## config.mk

```make
export PLATFORM = sky130hd
export DESIGN_NAME = fcvt_scheduler
export DESIGN_NICKNAME = d
export VERILOG_FILES = /design/src/rtl/fcvt_pkg.sv /design/src/rtl/fcvt_conv.sv /design/src/rtl/fcvt_rr_pick.sv /design/src/rtl/fcvt_scheduler.sv
export SDC_FILE = /design/constraint.sdc
export NUM_CORES = 1
export LEC_CHECK = 0
export CAP_MARGIN = 20
export CORE_MARGIN = 2
export CORE_UTILIZATION = 39
export CTS_CLUSTER_DIAMETER = 100
export DETAILED_ROUTE_END_ITERATION = 7
export PLACE_DENSITY_LB_ADDON = 0.05
export SLEW_MARGIN = 25
export SYNTH_ARGS = -nofsm -noshare
export SYNTH_HDL_FRONTEND = slang
export SYNTH_SLANG_ARGS = --single-unit
```

## constraint.sdc

```tcl
create_clock -name clk -period 7.6 [get_ports clk]
set_input_delay 1.52 -clock clk [delete_from_list [all_inputs] [get_ports clk]]
set_output_delay 1.52 -clock clk [all_outputs]
set_load 0.01 [all_outputs]
```

## src/rtl/fcvt_pkg.sv

```systemverilog
// Shared types for the float<->int conversion scheduler.
// Tags are carried alongside these entries so their width can follow the instantiating module.
package fcvt_pkg;

  typedef enum logic {
    CVT_F2I = 1'b0,
    CVT_I2F = 1'b1
  } cvt_op_t;

  localparam int SRC_W = 1;

  typedef struct packed {
    logic             valid;
    cvt_op_t          op;
    logic [SRC_W-1:0] src;
    logic [31:0]      data;
  } s1_entry_t;

  typedef struct packed {
    logic             valid;
    logic             exc;
    logic [SRC_W-1:0] src;
    logic [31:0]      data;
  } s2_entry_t;

endpackage

```

## src/rtl/fcvt_conv.sv

```systemverilog
// Combinational float<->int converters: zero latency, no flow control.
// f2i rounds half away from zero and saturates on overflow; i2f rounds to nearest even.
module fcvt_f2i (
  input  logic [31:0] a,
  output logic [31:0] res,
  output logic        exc
);

  logic        sign;
  logic [7:0]  ex;
  logic [23:0] sig;
  logic [24:0] q;
  logic [31:0] mag;

  always_comb begin
    sign = a[31];
    ex   = a[30:23];
    sig  = {1'b1, a[22:0]};
    q    = '0;
    mag  = '0;
    if (ex >= 8'd158) begin
      mag = '0;
    end else if (ex >= 8'd150) begin
      mag = {8'd0, sig} << (ex - 8'd150);
    end else if (ex >= 8'd126) begin
      // q[0] is the first fraction bit, which decides the half-away rounding
      q   = {sig, 1'b0} >> (8'd150 - ex);
      mag = {8'd0, q[24:1]} + {31'd0, q[0]};
    end
    exc = (ex >= 8'd158) && (a != 32'hCF00_0000);
    if (ex >= 8'd158) res = sign ? 32'h8000_0000 : 32'h7FFF_FFFF;
    else              res = sign ? (~mag + 32'd1) : mag;
  end

endmodule

module fcvt_i2f (
  input  logic [31:0] a,
  output logic [31:0] res
);

  logic        sign;
  logic [31:0] mag;
  logic [31:0] norm;
  logic [4:0]  msb;
  logic        inc;
  logic [24:0] rnd;
  logic [7:0]  ex;

  always_comb begin
    sign = a[31];
    mag  = sign ? (~a + 32'd1) : a;
    msb  = '0;
    for (int i = 0; i < 32; i++) begin
      if (mag[i]) msb = i[4:0];
    end
    norm = mag << (5'd31 - msb);
    inc  = norm[7] && ((|norm[6:0]) || norm[8]);
    // a carry out of the significand bumps the exponent and leaves a zero mantissa
    rnd  = {1'b0, norm[31:8]} + {24'd0, inc};
    ex   = 8'd127 + {3'd0, msb} + {7'd0, rnd[24]};
    res  = (mag == '0) ? 32'd0 : {sign, ex, rnd[22:0]};
  end

endmodule

```

## src/rtl/fcvt_rr_pick.sv

```systemverilog
// Two-way round-robin picker: combinational, zero latency, one-hot grant.
// Contended requests go to prio; the pointer register lives in the caller.
module fcvt_rr_pick (
  input  logic [1:0] valid,
  input  logic       prio,
  output logic [1:0] grant
);

  always_comb begin
    grant = valid;
    if (valid == 2'b11) grant = prio ? 2'b10 : 2'b01;
  end

endmodule

```

## src/rtl/fcvt_scheduler.sv

```systemverilog
// Two-port round-robin scheduler onto one float<->int converter; fire-to-resp_valid latency 2 edges.
// S2 stalls while its owner withholds resp_ready, blocking both ports; req_ready drops once S1 and S2 are full.
module fcvt_scheduler
  import fcvt_pkg::*;
#(
  parameter int TAG_W = 4
) (
  input  logic                  clk,
  input  logic                  rst,
  input  logic [1:0]            req_valid,
  output logic [1:0]            req_ready,
  input  logic [1:0]            req_op,
  input  logic [1:0][31:0]      req_data,
  input  logic [1:0][TAG_W-1:0] req_tag,
  output logic [1:0]            resp_valid,
  input  logic [1:0]            resp_ready,
  output logic [31:0]           resp_data,
  output logic                  resp_exception,
  output logic [TAG_W-1:0]      resp_tag
);

  s1_entry_t        s1;
  s2_entry_t        s2;
  logic [TAG_W-1:0] s1_tag;
  logic [TAG_W-1:0] s2_tag;
  logic             prio;

  logic [1:0]       grant;
  logic             sel;
  logic             resp_fire;
  logic             adv2;
  logic             s1_accept;
  logic             req_fire;
  logic [31:0]      f2i_res;
  logic             f2i_exc;
  logic [31:0]      i2f_res;

  fcvt_rr_pick u_pick (
    .valid (req_valid),
    .prio  (prio),
    .grant (grant)
  );

  fcvt_f2i u_f2i (
    .a   (s1.data),
    .res (f2i_res),
    .exc (f2i_exc)
  );

  fcvt_i2f u_i2f (
    .a   (s1.data),
    .res (i2f_res)
  );

  assign sel       = grant[1];
  assign resp_fire = s2.valid && resp_ready[s2.src];
  assign adv2      = !s2.valid || resp_fire;
  assign s1_accept = !s1.valid || adv2;
  assign req_ready = rst ? 2'b00 : (grant & {2{s1_accept}});
  assign req_fire  = |(req_valid & req_ready);

  assign resp_valid     = (s2.valid && !rst) ? (s2.src[0] ? 2'b10 : 2'b01) : 2'b00;
  assign resp_data      = s2.data;
  assign resp_exception = s2.exc;
  assign resp_tag       = s2_tag;

  always_ff @(posedge clk) begin
    if (rst) begin
      s1     <= '0;
      s2     <= '0;
      s1_tag <= '0;
      s2_tag <= '0;
      prio   <= 1'b0;
    end else begin
      if (s1.valid && adv2) begin
        s2.valid <= 1'b1;
        s2.exc   <= (s1.op == CVT_F2I) && f2i_exc;
        s2.src   <= s1.src;
        s2.data  <= (s1.op == CVT_I2F) ? i2f_res : f2i_res;
        s2_tag   <= s1_tag;
      end else if (resp_fire) begin
        s2.valid <= 1'b0;
      end

      if (req_fire) begin
        s1.valid <= 1'b1;
        s1.op    <= cvt_op_t'(req_op[sel]);
        s1.src   <= SRC_W'(sel);
        s1.data  <= req_data[sel];
        s1_tag   <= req_tag[sel];
        prio     <= ~sel;
      end else if (s1.valid && adv2) begin
        s1.valid <= 1'b0;
      end
    end
  end

endmodule

```

* After elaboration in Yosys (flattened, before gate mapping)
Cells that the tools add are included.
** Cells by class
- Add/subtract/negate cells :: 9
- $lt $le $gt $ge :: 5
- Eq/ne operators :: 2
- Shift-type cells :: 3
- Muxes and demuxes :: 57
- Bitwise logic cells :: 6
- Reduce and logical (&&, ||, !) cells :: 17
** Operators by type and width (count)
- $mux 32 :: 11
- $mux 5 :: 16
- $add 32x1->32 const B :: 2
- $not 32->32 :: 2
- $add 24x1->25 :: 2
- $mux 4 :: 10
- $logic_not 32->1 :: 1
- $ne 32x32->1 const B :: 1
- $shl 24x8->32 :: 1
- $shl 32x5->32 :: 1
- $shr 25x8->25 :: 1
- $ge 8x8->1 const B :: 2
- $mux 2 :: 7
- $mux 3 :: 4
- $mux 1 :: 9
- $add 7x5->8 const A :: 1
- $add 8x1->8 :: 1
- $ge 8x7->1 const B :: 1
- $sub 8x8->8 const A :: 1
- $sub 8x8->8 const B :: 1
- $reduce_or 7->1 :: 1
- $logic_and 1x1->1 :: 6
- $sub 5x5->5 const A :: 1
- $and 2x2->2 :: 2
- other kinds (7) :: 14
** Word-level totals
- Register bits :: 79
- Input bits :: 80
- Output and inout port bits :: 41
- Word-level logic and storage cells :: 110

* Depth between registers and ports, before layout
Gate-level depths: netlist (run 1).
- Depth in word-level cells :: 43
- Mapped depth :: 33
- Mapped depth without buffers :: 28

* Hierarchy
Synthesis (run 1) repeated with hierarchy kept, for this count alone.
** Second synthesis, totals
- Cell total of the unflattened synthesis :: 2121
- Area total of the unflattened synthesis :: 15771.4 sq um
** Modules (own cells, without submodules)
- fcvt_f2i :: times used 1, cells each 906, area an instance 6189.7 sq um, sequential area each 0.0 sq um
- fcvt_i2f :: times used 1, cells each 797, area an instance 5373.9 sq um, sequential area each 0.0 sq um
- fcvt_scheduler :: times used 1, cells each 415, area an instance 4189.0 sq um, sequential area each 1581.5 sq um
- fcvt_rr_pick :: times used 1, cells each 3, area an instance 18.8 sq um, sequential area each 0.0 sq um

* Worst setup path after synthesis (run 1)
No wires, ideal clock.
- Path kind :: register to register
- Start :: register s1[25] in the netlist's numbering
- End :: register s2 (netlist bit resp_data[28])
- Setup time :: 129 ps
- Arrival :: 6449 ps
- Data required time :: 7471 ps
- Setup slack :: 1022 ps
- Stages on the path, launching flop included :: 31
- Buffers on the path :: 5
- Clock period less this slack :: 6578 ps
- Path through :: dfxtp_1 buf_2 buf_1 inv_1 ha_1 or3b_2 or4_1 buf_2 or4_1 a211oi_1 o31a_2 nand2b_1 buf_4 o21ai_2 buf_4 nand2_1 o32ai_1 and2_1 ha_1 inv_1 a31oi_1 nand4_4 nor4_4 nand2_2 nand4bb_1 ha_1 and3_1 nand2b_1 o21ai_0 a221oi_1 a211oi_1
** Between the ends
- Cells in the longest elaborated chain, start to end :: 19
- Elaborated cells on any way between the ends :: 36
- Classes of those cells :: add/sub (9); order compare (3); shift (3); mux (15); bitwise (2); reduce/logical (4)
** Ends and longest elaborated chain
- start: declaration :: line fcvt_scheduler.sv:22 : s1_entry_t s1;
- $not 32->32 :: line fcvt_conv.sv:52 : mag = sign ? (~a + 32'd1) : a;
- $add 32x1->32 :: line fcvt_conv.sv:52
- $mux 32 :: line fcvt_conv.sv:52
- $mux 5 (7 in series) :: line fcvt_conv.sv:55 : if (mag[i]) msb = i[4:0];
- $sub 5x5->5 :: line fcvt_conv.sv:57 : norm = mag << (5'd31 - msb);
- $shl 32x5->32 :: line fcvt_conv.sv:57
- $reduce_or 7->1 :: line fcvt_conv.sv:58 : inc = norm[7] && ((|norm[6:0]) || norm[8]);
- $logic_or 1x1->1 :: line fcvt_conv.sv:58
- $logic_and 1x1->1 :: line fcvt_conv.sv:58
- $add 24x1->25 :: line fcvt_conv.sv:60 : rnd = {1'b0, norm[31:8]} + {24'd0, inc};
- $add 8x1->8 :: line fcvt_conv.sv:61 : ex = 8'd127 + {3'd0, msb} + {7'd0, rnd[24]};
- $mux 32 :: line fcvt_conv.sv:62 : res = (mag == '0) ? 32'd0 : {sign, ex, rnd[22:0]};
- $mux 32 (*) :: line fcvt_scheduler.sv:79 : s2.data <= (s1.op == CVT_I2F) ? i2f_res : f2i_res;
- end: declaration :: line fcvt_scheduler.sv:23 : s2_entry_t s2;
Every way passes the cells marked *; elsewhere a longest branch is shown, timed or not.
A chain may end at the register's enable or synchronous reset.

* Final worst setup path (run 1)
- Start :: register s1[24] in the netlist's numbering
- End :: register s2 (netlist bit resp_data[28])
** Between the ends
- Cells in the longest elaborated chain, start to end :: 20
- Elaborated cells on any way between the ends :: 37
- Classes of those cells :: add/sub (9); order compare (3); shift (3); mux (16); bitwise (2); reduce/logical (4)
** Ends and longest elaborated chain (line)
- $not 32->32 :: fcvt_conv.sv:52
- $add 32x1->32 :: fcvt_conv.sv:52
- $mux 32 :: fcvt_conv.sv:52
- $mux 5 (8 in series) :: fcvt_conv.sv:55
- $sub 5x5->5 :: fcvt_conv.sv:57
- $shl 32x5->32 :: fcvt_conv.sv:57
- $reduce_or 7->1 :: fcvt_conv.sv:58
- $logic_or 1x1->1 :: fcvt_conv.sv:58
- $logic_and 1x1->1 :: fcvt_conv.sv:58
- $add 24x1->25 :: fcvt_conv.sv:60
- $add 8x1->8 :: fcvt_conv.sv:61
- $mux 32 :: fcvt_conv.sv:62
- $mux 32 (*) :: fcvt_scheduler.sv:79
Marked as above.

==> impl_metrics.env, run 1 <==
export IMPL_outcome="finished clean"
export IMPL_pwr_share_clk=0.144
export IMPL_path_clk_slew_ns=0.07
export IMPL_nNetsFinal=2207
export IMPL_grt_usage=0.352
export IMPL_holdBufCountCts=0
export IMPL_cp_end_kind="register"
export IMPL_yosysUniqueCellTypes=108
export IMPL_fin_crit_ns=7.17
export IMPL_yosys_warnings=0
export IMPL_fp_dieW_um=196
export IMPL_setup_tns_final_ns=0
export IMPL_setup_violations=0
export IMPL_p_sw_w=0.00166
export IMPL_grt_pass1_wl_um=104000
export IMPL_critPathMaxStageDelay_ns=0.75
export IMPL_grt_max_degree=60
export IMPL_core_mm2=0.0363
export IMPL_synth_area_mm2=0.0143
export IMPL_fin_crit_sh=0.944
export IMPL_layout_setup_ws_ns=0.429
export IMPL_synth_nets=2196
export IMPL_fillers=3823
export IMPL_ys_seq_elements=79
export IMPL_holdWs_ns=0.455
export IMPL_p_per_area_mw_per_mm2=188
export IMPL_die_h_um=196
export IMPL_cts_path_max_buffers=2
export IMPL_drv_slew=0
export IMPL_grt_ovfl_total=0
export IMPL_cp_common_cell="ha_1"
export IMPL_hp_class="register to register"
export IMPL_globalplace_congestion=1.02
export IMPL_worst_slew_pin_slew_ns=0.984
export IMPL_io_pins=121
export IMPL_syn_area_per_cell_um2=6.81
export IMPL_synth_adder_area_share=0.0114
export IMPL_drtAntennaViolNets=0
export IMPL_synth_compound_area_frac=0.346
export IMPL_cts_sinks=79
export IMPL_dieArea_mm2=0.0383
export IMPL_maxCapViolations=0
export IMPL_drt_wl_total_um=67800
export IMPL_rsz0062_at_grt="no"
export IMPL_clk_latency_ns=0.38
export IMPL_crit_buf_inv=3
export IMPL_drive_gt1_frac=0.118
export IMPL_wl_per_cell_um=26.2
export IMPL_synth_simple_area_share=0.299
export IMPL_cts_tree="yes"
export IMPL_ys_flop_type="dfxtp_1"
export IMPL_area_delta_synth_final_pct=13.0
export IMPL_pre_cts_slack_ns=0.503
export IMPL_ir_drop_uv=121
export IMPL_synthXorXnorAreaFrac=0.0422
export IMPL_viasPerCell=6.84
export IMPL_antenna_found_initial=1
export IMPL_synthMuxAreaShare=0.105
export IMPL_grt_pass1_vias=16500
export IMPL_maxSlewHeadroom=0.339
export IMPL_p_leak_nw=5.46
export IMPL_drtIter0Drc=2079
export IMPL_start_util=0.394
export IMPL_start_kind="register"
export IMPL_synth_edf_count=0
export IMPL_hold_viol_final=0
export IMPL_power_total_w=0.00304
export IMPL_rows=70
export IMPL_arrival_ns=7.43
export IMPL_via_count=17700
export IMPL_hpwlAfterDp_um=52000
export IMPL_path_max_fanout=11
export IMPL_synth_top_family_by_area="compound AO/OA/AOI/OAI gates"
export IMPL_criticalPathCategory="register to register"
export IMPL_route_detailed_drc=0
export IMPL_critPathSlowestCell="or4_1"
export IMPL_htreeDepth=3
export IMPL_power_internal_w=0.00138
export IMPL_worst_ep_required_time_ns=7.86
export IMPL_synthArstFlopShare=0
export IMPL_dr_pass1_iters=6
export IMPL_fin_worst_skew_ns=0.0145
export IMPL_swShare=0.547
export IMPL_root_buffer="clkbuf_16"
export IMPL_port_buffers=120
export IMPL_seq_area_frac_synth=0.110
export IMPL_syn_instance_count=2103
export IMPL_fmax_ghz=0.139
export IMPL_power_share_sequential=0.157
export IMPL_cts_made_buffers=9
export IMPL_combPwrFrac=0.699
export IMPL_cp_top_family="simple AND/OR/NAND/NOR gates"
-- kinds of logic (layout without fill, tap and decap cells) --
family,count (synthesis),after routing
adder cells (fa/ha/maj),13,13
AND/OR/NAND/NOR,850,850
XOR/XNOR,69,69
other,0,1
AO/OA/AOI/OAI,720,720
flip-flops,79,79
multiplexers,105,105
buffers and inverters,267,283
-- metrics by stage --
step | util | area [um^2] | instances
6_report | 0.445 | 16200 | 2588
3_5_place_dp | 0.436 | 15900 | 2571
3_3_place_gp | 0.436 | 15900 | 2571
4_1_cts | 0.444 | 16100 | 2587
5_1_grt | 0.445 | 16200 | 2587
2_1_floorplan | - | 14300 | 2103
-- cell usage in the layout (no fill, tap or decap), types with 15 or more instances in the layout --
master / netlist / routed
nand2b_1: 16 / 16
o2111ai_1: 16 / 16
nor4_1: 34 / 33
buf_4: 41 / 103
nor3_1: 68 / 68
a31oi_1: 37 / 37
mux2i_1: 53 / 53
clkdlybuf4s50_1: 0 / 119
xor2_1: 19 / 18
a221oi_1: 22 / 22
a211oi_1: 28 / 28
o21ai_0: 118 / 118
o31ai_1: 20 / 20
o21a_1: 15 / 15
xnor2_1: 50 / 47
a22oi_1: 48 / 48
nand4_1: 40 / 40
nand3_1: 88 / 88
and2_1: 21 / 21
and3_1: 21 / 19
mux2_2: 18 / 18
or4_1: 22 / 22
a21o_1: 21 / 21
or3_1: 29 / 29
dfxtp_1: 79 / 76
inv_1: 38 / 38
nand2_1: 268 / 268
mux4_2: 34 / 34
nor2_1: 159 / 158
o211ai_1: 42 / 42
or2_2: 15 / 15
a21oi_1: 166 / 165
o22ai_1: 33 / 33
-- power groups by stage --
| stage | Sequential, W | Clock (W) | Combinational (W) |
|---|---|---|---|
| after CTS | 0.000477 | 0.000448 | 0.00205 |
| after floorplan | 0.000467 | 0 | 0.00139 |
| after global routing | 0.000482 | 0.000461 | 0.00225 |
| after global placement | 0.000486 | 0 | 0.00205 |
| after detailed placement | 0.000486 | 0 | 0.00204 |
| final | 0.000478 | 0.000437 | 0.00212 |
-- state kept, by name (all words and copies together), names as in the netlist --
name and count:
prio 1, s2 2, s1 35, s1_tag 4, resp_tag 4, resp_data 32
resp_exception 1
-- cells in the mapped netlist (all sizes together), types with 19 or more instances --
| cell type | instances | area, um^2 |
|---|---|---|
| inv | 42 | 158 |
| nand3 | 89 | 450 |
| xor2 | 19 | 166 |
| nor3 | 69 | 350 |
| o211ai | 42 | 315 |
| nor4 | 38 | 272 |
| buf | 90 | 572 |
| xnor2 | 50 | 438 |
| a31oi | 37 | 231 |
| o22ai | 34 | 219 |
| a21oi | 166 | 831 |
| and3 | 21 | 131 |
| clkbuf | 134 | 503 |
| or4 | 23 | 176 |
| a22oi | 48 | 360 |
| dfxtp | 79 | 1580 |
| mux4 | 34 | 766 |
| o21ai | 129 | 668 |
| nand4 | 41 | 272 |
| a221oi | 24 | 245 |
| nor2 | 162 | 616 |
| mux2i | 53 | 531 |
| nand2 | 270 | 1020 |
| o31ai | 22 | 184 |
| and2 | 21 | 131 |
| a21o | 21 | 158 |
| or3 | 29 | 181 |
| a211oi | 28 | 210 |
-- timing repair --
action                                  CTS  global route
gates resized for setup                   0             4
buffers inserted                          0             0
endpoints found under the setup margin    0             3
-- area by class of cell --
cell class / count / area (um^2) / share of cell area
Antenna cell: 1 / 2.50 / 0.000155
Tap cell: 468 / 586 / 0.0362
Sequential cell: 79 / 1590 / 0.0982
Clock buffer: 10 / 229 / 0.0142
Inverter: 43 / 161 / 0.00998
Multi-Input combinational cell: 1757 / 11600 / 0.715
Timing Repair Buffer: 224 / 1990 / 0.123
Clock inverter: 6 / 50.0 / 0.00309
-- tightest hold or removal path, cell delays in order (launching register included) --
cell and delay (ns):
dfxtp_1 0.31, nand2_1 0.05, a21oi_1 0.05
-- worst paths after layout --
path	from	endpoint	slack, ns	cells past startpoint
setup reg to reg	s1[24]	resp_data[28]	0.43	28
hold reg to reg	s1[32]	s2[32]	0.46	2
hold / removal	s1[32]	s2[32]	0.46	2
setup / recovery	s1[24]	resp_data[28]	0.43	28
-- layer usage --
metal,vias to the layer above,global-route usage,share of wire
met4,2,0.122,0.035
met2,886,0.571,0.46
met1,8649,0.485,0.43
li1,8036,-,-
met3,134,0.0373,0.073
met5,-,0,0.00012
Note: power is estimated with default switching activity, not from simulation.
==> run 2, diff against run 1 <==
- CORE_ASPECT_RATIO: unset -> 0.75
==> run 2 against run 1 <==
Effect of this change:
- via count hardly changed
- clock skew is 0.0031 ns higher
- combinational power is 3% higher
- maximum frequency is 1.7% lower
- design area is 0.95% higher
- final cell count is 0.31% higher
- utilization is 0.81 points higher
- register-to-register slack worse by 0.13 ns
- global-route usage is 0.11 points higher
- sequential share of layout area is 0.085 points lower
- die area hardly changed
- critical path type unchanged
- sequential power hardly changed
==> impl_metrics.env, run 2 (same netlist as run 1, synthesis figures left out) <==
export IMPL_reg2regPathDepth=27
export IMPL_cts_tree="yes"
export IMPL_ir_drop_uv=94.7
export IMPL_outcome="finished clean"
export IMPL_fmax_ghz=0.137
export IMPL_final_common_cell="nand2_1"
export IMPL_rrSetupSlack_ns=0.30
export IMPL_fin_crit_sh=0.960
export IMPL_wl_per_cell_um=26.5
export IMPL_drt_wl_total_um=68900
export IMPL_cp_top_family="simple AND/OR/NAND/NOR gates"
export IMPL_via_count=17700
export IMPL_die_h_um=170
export IMPL_rsz0062_at_grt="no"
export IMPL_path_clk_slew_ns=0.07
export IMPL_path_depth=27
export IMPL_start_util=0.397
export IMPL_antenna_found_initial=1
export IMPL_cp_end_kind="register"
export IMPL_critPathSlowestCell="nor4_1"
export IMPL_route_detailed_drc=0
export IMPL_worst_ep_required_time_ns=7.83
export IMPL_grt_pass1_wl_um=103000
export IMPL_worstReg2RegStart="s1[18]"
export IMPL_cp_common_cell="ha_1"
export IMPL_holdCritStartpoint="resp_tag[2]"
export IMPL_drive_gt1_frac=0.127
export IMPL_holdWs_ns=0.461
export IMPL_cts_made_buffers=9
export IMPL_cts_sinks=79
export IMPL_criticalPathCategory="register to register"
export IMPL_drv_slew=0
export IMPL_hpwlAfterDp_um=52700
export IMPL_largest_register_ffs=35
export IMPL_fillers=3722
export IMPL_maxSlewHeadroom=0.299
export IMPL_cp_startpoint="s1[18]"
export IMPL_root_buffer="clkbuf_16"
export IMPL_globalplace_congestion=1.04
export IMPL_critPathMaxStageDelay_ns=0.86
export IMPL_hold_viol_final=0
export IMPL_setup_tns_final_ns=0
export IMPL_fin_worst_skew_ns=0.0176
export IMPL_path_max_fanout=18
export IMPL_fp_dieW_um=225
export IMPL_setup_violations=0
export IMPL_viasPerCell=6.82
export IMPL_grt_pass1_vias=16300
export IMPL_port_buffers=120
export IMPL_p_per_area_mw_per_mm2=194
export IMPL_arrival_ns=7.53
export IMPL_crit_path_end="resp_data[28]"
export IMPL_regMostFlops="s1"
export IMPL_worst_slew_pin_slew_ns=1.04
export IMPL_crit_buf_inv=3
export IMPL_clk_latency_ns=0.38
export IMPL_worstReg2RegEnd="resp_data[28]"
export IMPL_dieArea_mm2=0.0383
export IMPL_rows=60
export IMPL_layout_common_cells="nand2_1, a21oi_1, nor2_1"
export IMPL_grt_usage=0.353
export IMPL_maxCapViolations=0
export IMPL_core_mm2=0.0360
export IMPL_fin_crit_ns=7.30
export IMPL_grt_max_degree=66
export IMPL_io_pins=121
export IMPL_htreeDepth=3
export IMPL_cts_path_max_buffers=2
export IMPL_grt_ovfl_total=0
export IMPL_drtAntennaViolNets=0
export IMPL_drtIter0Drc=2575
export IMPL_nNetsFinal=2219
export IMPL_antennaDiodeCount=0
export IMPL_p_leak_nw=5.55
export IMPL_dr_pass1_iters=8
export IMPL_area_delta_synth_final_pct=14.0
export IMPL_hp_class="register to register"
export IMPL_start_kind="register"
==> run 2: power breakdown <==
part	switching (W)	internal [W]
registers	0.0000339	0.000442
clock network	0.000225	0.000286
logic	0.00146	0.000729
total	0.00172	0.00146
==> run 2: worst reg2reg max path: cells and delay by family (launching register included) <==
kind | cells | cell delay [ns]
buf+inv | 3 | 0.45
fa+ha+maj | 2 | 0.42
flops | 1 | 0.31
simple gates | 12 | 3.35
compound gates | 10 | 2.67
==> run 2: worst min-delay path by stage <==
stage | cells after the start | end | slack (ns)
6_report | 2 | resp_tag[2] | 0.46
5_1_grt | 2 | s1_tag[0] | 0.49
4_1_cts | 2 | resp_tag[2] | 0.46
3_5_place_dp | 2 | resp_tag[2] | 0.45
3_3_place_gp | 2 | resp_tag[3] | 0.44
2_1_floorplan | 2 | s2[32] | 0.43
==> run 2: cell type report <==
class	instances	area [um^2]	share of cell area
tap	465	582	0.0356
multi-input combinational	1757	11600	0.711
clock buffer	11	264	0.0162
sequential	79	1590	0.0973
timing repair buffer	236	2070	0.127
clock inverter	5	61.3	0.00376
inverter	43	161	0.00989
==> run 2: per-layer routing <==
layer  GRT usage  vias up  wire (um)
met1       0.496     8517      30900
met2       0.532      999      29200
met5           0        -          0
met3      0.0875      134       6840
met4      0.0979        0       1960
li1            -     8051          -
==> run 2: timing repair <==
action	4_1_cts	5_1_grt
hold buffers	0	0
resized for setup	0	14
buffers inserted	0	1
setup endpoints to repair	0	5
==> run 2: stage by stage <==
stage	total power (W)	utilization	cells	cell area, um^2	worst slack [ns]
after CTS	0.00307	0.451	2595	16300	0.310
after floorplan	0.00186	-	2103	14300	1.02
after global placement	0.00258	0.442	2579	15900	0.381
final	0.00317	0.453	2596	16300	0.302
after detailed placement	0.00256	0.442	2579	15900	0.384
after global routing	0.00332	0.453	2596	16300	0.0410
